==> src/rtl/branch_flag_generator.sv <==
`default_nettype none
// ============================================================================
// Module   : branch_flag_generator
// Function : Digit-serial rs1 - rs2 comparator producing Z/C/V/N branch flags.
// Revision : 1.0 - initial release
// ============================================================================
module branch_flag_generator #(
  parameter int XLEN    = 32,
  parameter int CHUNK_W = 8
) (
  input  logic            clk,
  input  logic            rst_n,
  input  logic            flush,
  input  logic            in_valid,
  output logic            in_ready,
  input  logic [XLEN-1:0] operand_a,
  input  logic [XLEN-1:0] operand_b,
  input  logic [2:0]      funct3_in,
  output logic            out_valid,
  input  logic            out_ready,
  output logic            zero_flag,
  output logic            carry_flag,
  output logic            overflow_flag,
  output logic            sign_flag,
  output logic [2:0]      funct3_out
);

  localparam int NCHUNK = XLEN / CHUNK_W;
  localparam int CNT_W  = (NCHUNK > 1) ? $clog2(NCHUNK) : 1;
  localparam logic [CNT_W-1:0] C_LAST = CNT_W'(NCHUNK - 1);

  typedef enum logic [1:0] {
    S_IDLE = 2'd0,
    S_CALC = 2'd1,
    S_DONE = 2'd2
  } state_t;

  state_t             r_state;
  state_t             w_state_nxt;
  logic [XLEN-1:0]    r_a;
  logic [XLEN-1:0]    r_b;
  logic [CNT_W-1:0]   r_cnt;
  logic               r_carry_acc;
  logic               r_zero_acc;
  logic               r_zero;
  logic               r_carry;
  logic               r_ovf;
  logic               r_sign;
  logic [2:0]         r_funct3;

  logic               w_accept;
  logic               w_last;
  logic [CHUNK_W:0]   w_sum;
  logic               w_chunk_zero;
  logic               w_sign;
  logic               w_ovf;

  // Operands shift right each CALC cycle, so the active chunk is always
  // the low CHUNK_W bits; on the last chunk its top bit is the operand MSB.
  assign w_accept     = (r_state == S_IDLE) && in_valid && !flush;
  assign w_last       = (r_cnt == C_LAST);
  assign w_sum        = {1'b0, r_a[CHUNK_W-1:0]} + {1'b0, ~r_b[CHUNK_W-1:0]}
                      + {{CHUNK_W{1'b0}}, r_carry_acc};
  assign w_chunk_zero = (w_sum[CHUNK_W-1:0] == '0);
  assign w_sign       = w_sum[CHUNK_W-1];
  assign w_ovf        = (r_a[CHUNK_W-1] != r_b[CHUNK_W-1]) && (w_sign != r_a[CHUNK_W-1]);

  always_comb begin
    w_state_nxt = r_state;
    case (r_state)
      S_IDLE:  if (w_accept)  w_state_nxt = S_CALC;
      S_CALC:  if (w_last)    w_state_nxt = S_DONE;
      S_DONE:  if (out_ready) w_state_nxt = S_IDLE;
      default:                w_state_nxt = S_IDLE;
    endcase
    if (flush) w_state_nxt = S_IDLE;
  end

  always_ff @(posedge clk) begin
    if (!rst_n) r_state <= S_IDLE;
    else        r_state <= w_state_nxt;
  end

  always_ff @(posedge clk) begin
    if (!rst_n) begin
      r_a         <= '0;
      r_b         <= '0;
      r_cnt       <= '0;
      r_carry_acc <= 1'b0;
      r_zero_acc  <= 1'b0;
      r_zero      <= 1'b0;
      r_carry     <= 1'b0;
      r_ovf       <= 1'b0;
      r_sign      <= 1'b0;
      r_funct3    <= 3'b000;
    end else if (w_accept) begin
      r_a         <= operand_a;
      r_b         <= operand_b;
      r_funct3    <= funct3_in;
      r_carry_acc <= 1'b1;
      r_zero_acc  <= 1'b1;
      r_cnt       <= '0;
    end else if (r_state == S_CALC && !flush) begin
      r_a         <= r_a >> CHUNK_W;
      r_b         <= r_b >> CHUNK_W;
      r_carry_acc <= w_sum[CHUNK_W];
      r_zero_acc  <= r_zero_acc & w_chunk_zero;
      r_cnt       <= r_cnt + CNT_W'(1);
      // Published flags only change on completion so they survive aborts.
      if (w_last) begin
        r_zero  <= r_zero_acc & w_chunk_zero;
        r_carry <= w_sum[CHUNK_W];
        r_sign  <= w_sign;
        r_ovf   <= w_ovf;
      end
    end
  end

  assign in_ready      = rst_n && (r_state == S_IDLE);
  assign out_valid     = (r_state == S_DONE);
  assign zero_flag     = r_zero;
  assign carry_flag    = r_carry;
  assign overflow_flag = r_ovf;
  assign sign_flag     = r_sign;
  assign funct3_out    = r_funct3;

endmodule
`default_nettype wire
==> config.mk <==
export PLATFORM = sky130hd
export DESIGN_NAME = branch_flag_generator
export DESIGN_NICKNAME = d
export VERILOG_FILES = /design/src/rtl/branch_flag_generator.sv
export SDC_FILE = /design/constraint.sdc
export NUM_CORES = 1
export LEC_CHECK = 0
export CELL_PAD_IN_SITES_DETAIL_PLACEMENT = 0
export CELL_PAD_IN_SITES_GLOBAL_PLACEMENT = 2
export CORE_MARGIN = 10
export CORE_UTILIZATION = 30
export CTS_BUF_LIST = sky130_fd_sc_hd__clkbuf_16
export CTS_CLUSTER_DIAMETER = 50
export CTS_CLUSTER_SIZE = 24
export DETAILED_ROUTE_END_ITERATION = 8
export PLACE_DENSITY_LB_ADDON = 0.1
export SYNTH_ARGS = -nofsm -noshare
export SYNTH_HDL_FRONTEND = slang
export SYNTH_SLANG_ARGS = --single-unit
==> constraint.sdc <==
create_clock -name clk -period 3.77 [get_ports clk]
set_clock_uncertainty 0.05 [all_clocks]
set_input_delay 0.754 -clock clk [delete_from_list [all_inputs] [get_ports clk]]
set_output_delay 0.754 -clock clk [all_outputs]
set_load 0.02 [all_outputs]
---- Word-level counts from Yosys, hierarchy flattened ----
Cells that the tools add are included.
cells by class
  add/sub/neg operators ................... 3
  eq/ne operators ......................... 8
  muxes and demuxes ....................... 12
  bitwise logic cells ..................... 4
  reductions and logical operators ........ 13
operators by type and width
  cell                 count
  $mux 32              4
  $add 8x8->9          1
  $add 9x1->9          1
  $logic_not 8->1      1
  $not 8->8            1
  $mux 2               3
  $pmux 2 s3           1
  $reduce_and 3->1     2
  $logic_and 1x1->1    5
  $eq 2x2->1 const B   2
  $mux 1               4
  $ne 2x2->1 const B   2
  $reduce_or 2->1      2
  $add 2x1->2 const B  1
  $eq 2x1->1 const B   1
  $logic_not 2->1      1
  $ne 1x1->1           2
  $ne 2x1->1 const B   1
  $not 1->1            2
  $reduce_bool 2->1    1
  $and 1x1->1          1
  $logic_not 1->1      1
storage, ports and cells
  bits in registers ....................... 77
  output and inout bits ................... 9

---- Logic depth before layout (Yosys ltp) ----
  word-level depth ........................ 7
  gate-level depth with buffers ........... 9
  mapped depth without buffers ............ 9

---- Worst setup path before layout ----
No wires, ideal clock.
  kind .................................... register -> register
  start ................................... register r_a[0]
  end ..................................... register r_zero_acc
  library setup time ...................... 0.070 ns
  arrival ................................. 2.625 ns
  data required time ...................... 3.650 ns
  slack ................................... 1.025 ns
  stages on the path, launching flop included .. 10
  path buffers ............................ 0
  period minus slack after synthesis ...... 2.745 ns
  cells stage by stage .................... dfxtp_1 -> inv_1 -> fa_1 -> fa_1 -> and2b_1 -> o22ai_2 -> xnor2_1 -> or4_1 -> or4_1 -> a21oi_1
on the way
  longest elaborated chain between the ends .. 6
ends and longest elaborated chain
  item                      RTL line  RTL
  start: declaration        40        logic [XLEN-1:0] r_a;
  start signal: assignment  97        r_a <= operand_a;
  start signal: assignment  104       r_a <= r_a >> CHUNK_W;
  $add 8x8->9               62        assign w_sum = {1'b0, r_a[CHUNK_W-1:0]} + {1'b0, ~r_b[CHUNK_W-1:0]}
  $add 9x1->9               63        + {{CHUNK_W{1'b0}}, r_carry_acc};
  $logic_not 8->1           64        assign w_chunk_zero = (w_sum[CHUNK_W-1:0] == '0);
  $and 1x1->1               107       r_zero_acc <= r_zero_acc & w_chunk_zero;
  $mux 1                    103       end else if (r_state == S_CALC && !flush) begin
  $mux 1                    96        end else if (w_accept) begin
  end signal: assignment    107
  end: declaration          44        logic r_zero_acc;
Every way passes these cells. The select of a mux whose other input is x is not followed.
A chain may end at the register's enable or synchronous reset.

---- Worst setup path after layout ----
Ends and elaborated chain as after synthesis.

==> flow_summary.toml <==
[clock_tree]
htreeDepth = 3
clk_transition_reported_paths_ps = 60
cts_tree = "done"
cts_hold_buf = 0
cts_setup_buffers = 0
numCtsBuffers = 9
clk_path_buf_depth = 2
clock_sinks = 77
post_cts_resized = 0
clk_latency_ps = 330
root_buffer = "clkbuf_16"

[sta]
layout_worst_path_cycle_share = 0.7724
maxSlewHeadroom = 0.4820
fmax_mhz = 343.4
fin_tns_setup_ps = 0
setup_viol = 0
hold_viol_final = 0
rsz0062_at_grt = "no"
finalMaxSlewViolations = 0
period_minus_slack_ps = 2912
tightest_slew_ps = 771.1

[yosys]
yosysWarnings = 0
syn_avg_cell_area_um2 = 9.220
netlist_area_mm2 = 0.003476
ys_types = 40
ys.flop_type = "dfxtp_1"
syn-instance-count = 377
ys_seq_area_frac = 0.4435
syn_nets = 459
synth-edff-count = 0
ys_seq_elements = 77
ys_async_sr_fraction = 0

[layout]
n_fill_cell = 1163
final_nets = 530
layout-drive-gt1-share = 0.05973
final_common_cell = "clkdlybuf4s50_1"
mostFrequentLayoutCells = "clkdlybuf4s50_1 (79), dfxtp_1 (77), a22oi_1 (64), nand2_1 (46), a21boi_1 (39)"
area_delta_synth_final_pct = 33.62
finish.utilization = 0.4085

[critical_path]
r2r_slack_ps = 860
cpPeakStageDelay_ps = 550
required_ps = 3980
slowest_stage = "or4_1"
arrival_ps = 3120
endpoint_kind = "register"
path_max_fanout = 2
cp_num_buf_inv = 1
critical_path.top_delay_family = "simple AND/OR/NAND/NOR gates"
path_cells = "inv_1 > fa_1 > fa_1 > and2b_1 > o22ai_2 > xnor2_1 > or4_1 > or4_1 > a21oi_1"
path_class = "register to register"
worst_setup_path_start_kind = "register"

[power]
ir_worst_vdd_mv = 0.1549
leakagePower_nw = 1.665
power_density_mw_per_mm2 = 415.4

[placed_design]
port_buffers = 80
dpl.hpwl_mm = 7.086
gp_congestion = 0.7333

[global_route]
grt_max_degree = 79
grt_pass1_vias = 3060
grtUsageTotal = 0.1245
grt_pass1_wl_mm = 16.44
grt-ovfl-total = 0
antenna_found_initial = 0

[floorplanning]
core-area_mm2 = 0.01137
start_util = 0.3057
io_pins = 81
row_count = 39
die-height_um = 127.6
dieArea_mm2 = 0.01629
fp.dieW_um = 127.6

[hold_path]
hold_path_class = "register to register"

[route]
postRouteAntennaNets = 0
vias = 2956
first_pass_iters = 4
routed_via_density = 4.960
drt_iter0_drc = 195
drc_errors = 0
wirelength_mm = 10.13
wl_per_cell_um = 17.00

[run_status]
status = "finished clean"

[run]
cap_violations = 0
Yosys cell counts (2+ instances only):
cell | number | share of area
dfxtp_1 | 77 | 0.44
xnor2_1 | 4 | 0.010
a211oi_1 | 2 | 0.0043
o21ai_1 | 11 | 0.016
buf_6 | 3 | 0.0097
a21boi_1 | 39 | 0.084
a22oi_1 | 64 | 0.14
or4_1 | 2 | 0.0043
mux2i_1 | 5 | 0.014
a21oi_1 | 7 | 0.010
clkbuf_1 | 23 | 0.025
fa_1 | 2 | 0.012
nor3b_1 | 3 | 0.0065
and2_1 | 10 | 0.018
or2_1 | 2 | 0.0036
o22ai_1 | 2 | 0.0036
inv_1 | 11 | 0.012
ha_1 | 8 | 0.029
nor2b_1 | 21 | 0.038
nor2_1 | 10 | 0.011
nor3_1 | 4 | 0.0058
nand2b_1 | 2 | 0.0036
o21ai_0 | 3 | 0.0043
nand2_1 | 46 | 0.050
metrics by stage:
| stage | std cells | hold slack [ps] | area, µm² | total power, mW | worst slack (ps) |
|---|---|---|---|---|---|
| 6_report | 596 | 402.4 | 4644 | 1.929 | 858.1 |
| 5_1_grt | 595 | 417.9 | 4642 | 2.029 | 721.5 |
| 2_1_floorplan | 377 | 385.5 | 3476 | 1.060 | 1025 |
| 3_3_place_gp | 580 | 394.1 | 4392 | 1.194 | 930.8 |
| 3_5_place_dp | 580 | 396.2 | 4392 | 1.195 | 865.3 |
| 4_1_cts | 595 | 404.1 | 4642 | 1.958 | 834.6 |
cell type report:
| type | instances | area [µm²] | share of cell area |
|---|---|---|---|
| timing repair buffer | 87 | 848.3 | 0.1827 |
| sequential | 77 | 1541 | 0.3319 |
| tap | 143 | 178.9 | 0.03852 |
| clock inverter | 6 | 25.02 | 0.005388 |
| inverter | 11 | 41.29 | 0.008890 |
| multi-input combinational | 262 | 1782 | 0.3836 |
| clock buffer | 9 | 225.2 | 0.04849 |
| antenna | 1 | 2.502 | 0.0005388 |
final timing paths:
path            from    endpoint  cells after the start
max           r_a[0]  r_zero_acc                      9
min          r_a[16]     r_a[16]                      2
max reg2reg   r_a[0]  r_zero_acc                      9
min reg2reg  r_a[16]     r_a[16]                      2
routing by layer:
layer / vias to the layer above / track usage / wire, µm
li1: 1493 / - / -
met1: 1388 / 0.1652 / 4817
met2: 66 / 0.1907 / 4631
met3: 9 / 0.03391 / 563
met4: 0 / 0.04172 / 120
met5: - / 0 / 0
registers in the layout, indices dropped and copies added, names as in the netlist, 2 cells and up:
name / count
funct3_out: 3
r_a: 32
r_b: 32
r_cnt: 2
r_state: 2
tightest hold or removal path, cell delays in order, from the launching register on:
cell,delay [ps]
dfxtp_1,310
nand2_1,50
a21boi_1,50
kinds of logic after synthesis:
| logic type | count (synthesis) | synth area share |
|---|---|---|
| mux | 5 | 0.01440 |
| buf+inv | 38 | 0.04896 |
| flops | 77 | 0.4435 |
| compound gates | 136 | 0.2826 |
| fa+ha+maj | 10 | 0.04032 |
| simple gates | 105 | 0.1530 |
| xor+xnor | 6 | 0.01728 |
power breakdown:
| group | leakage (nW) | switching, mW | total (mW) | internal (mW) |
|---|---|---|---|---|
| registers | 0.628 | 0.0208 | 0.872 | 0.851 |
| logic | 0.900 | 0.141 | 0.301 | 0.160 |
| clock network | 0.136 | 0.326 | 0.756 | 0.430 |
| total | 1.66 | 0.488 | 1.93 | 1.44 |
Note: power is estimated with default switching activity, not from simulation.
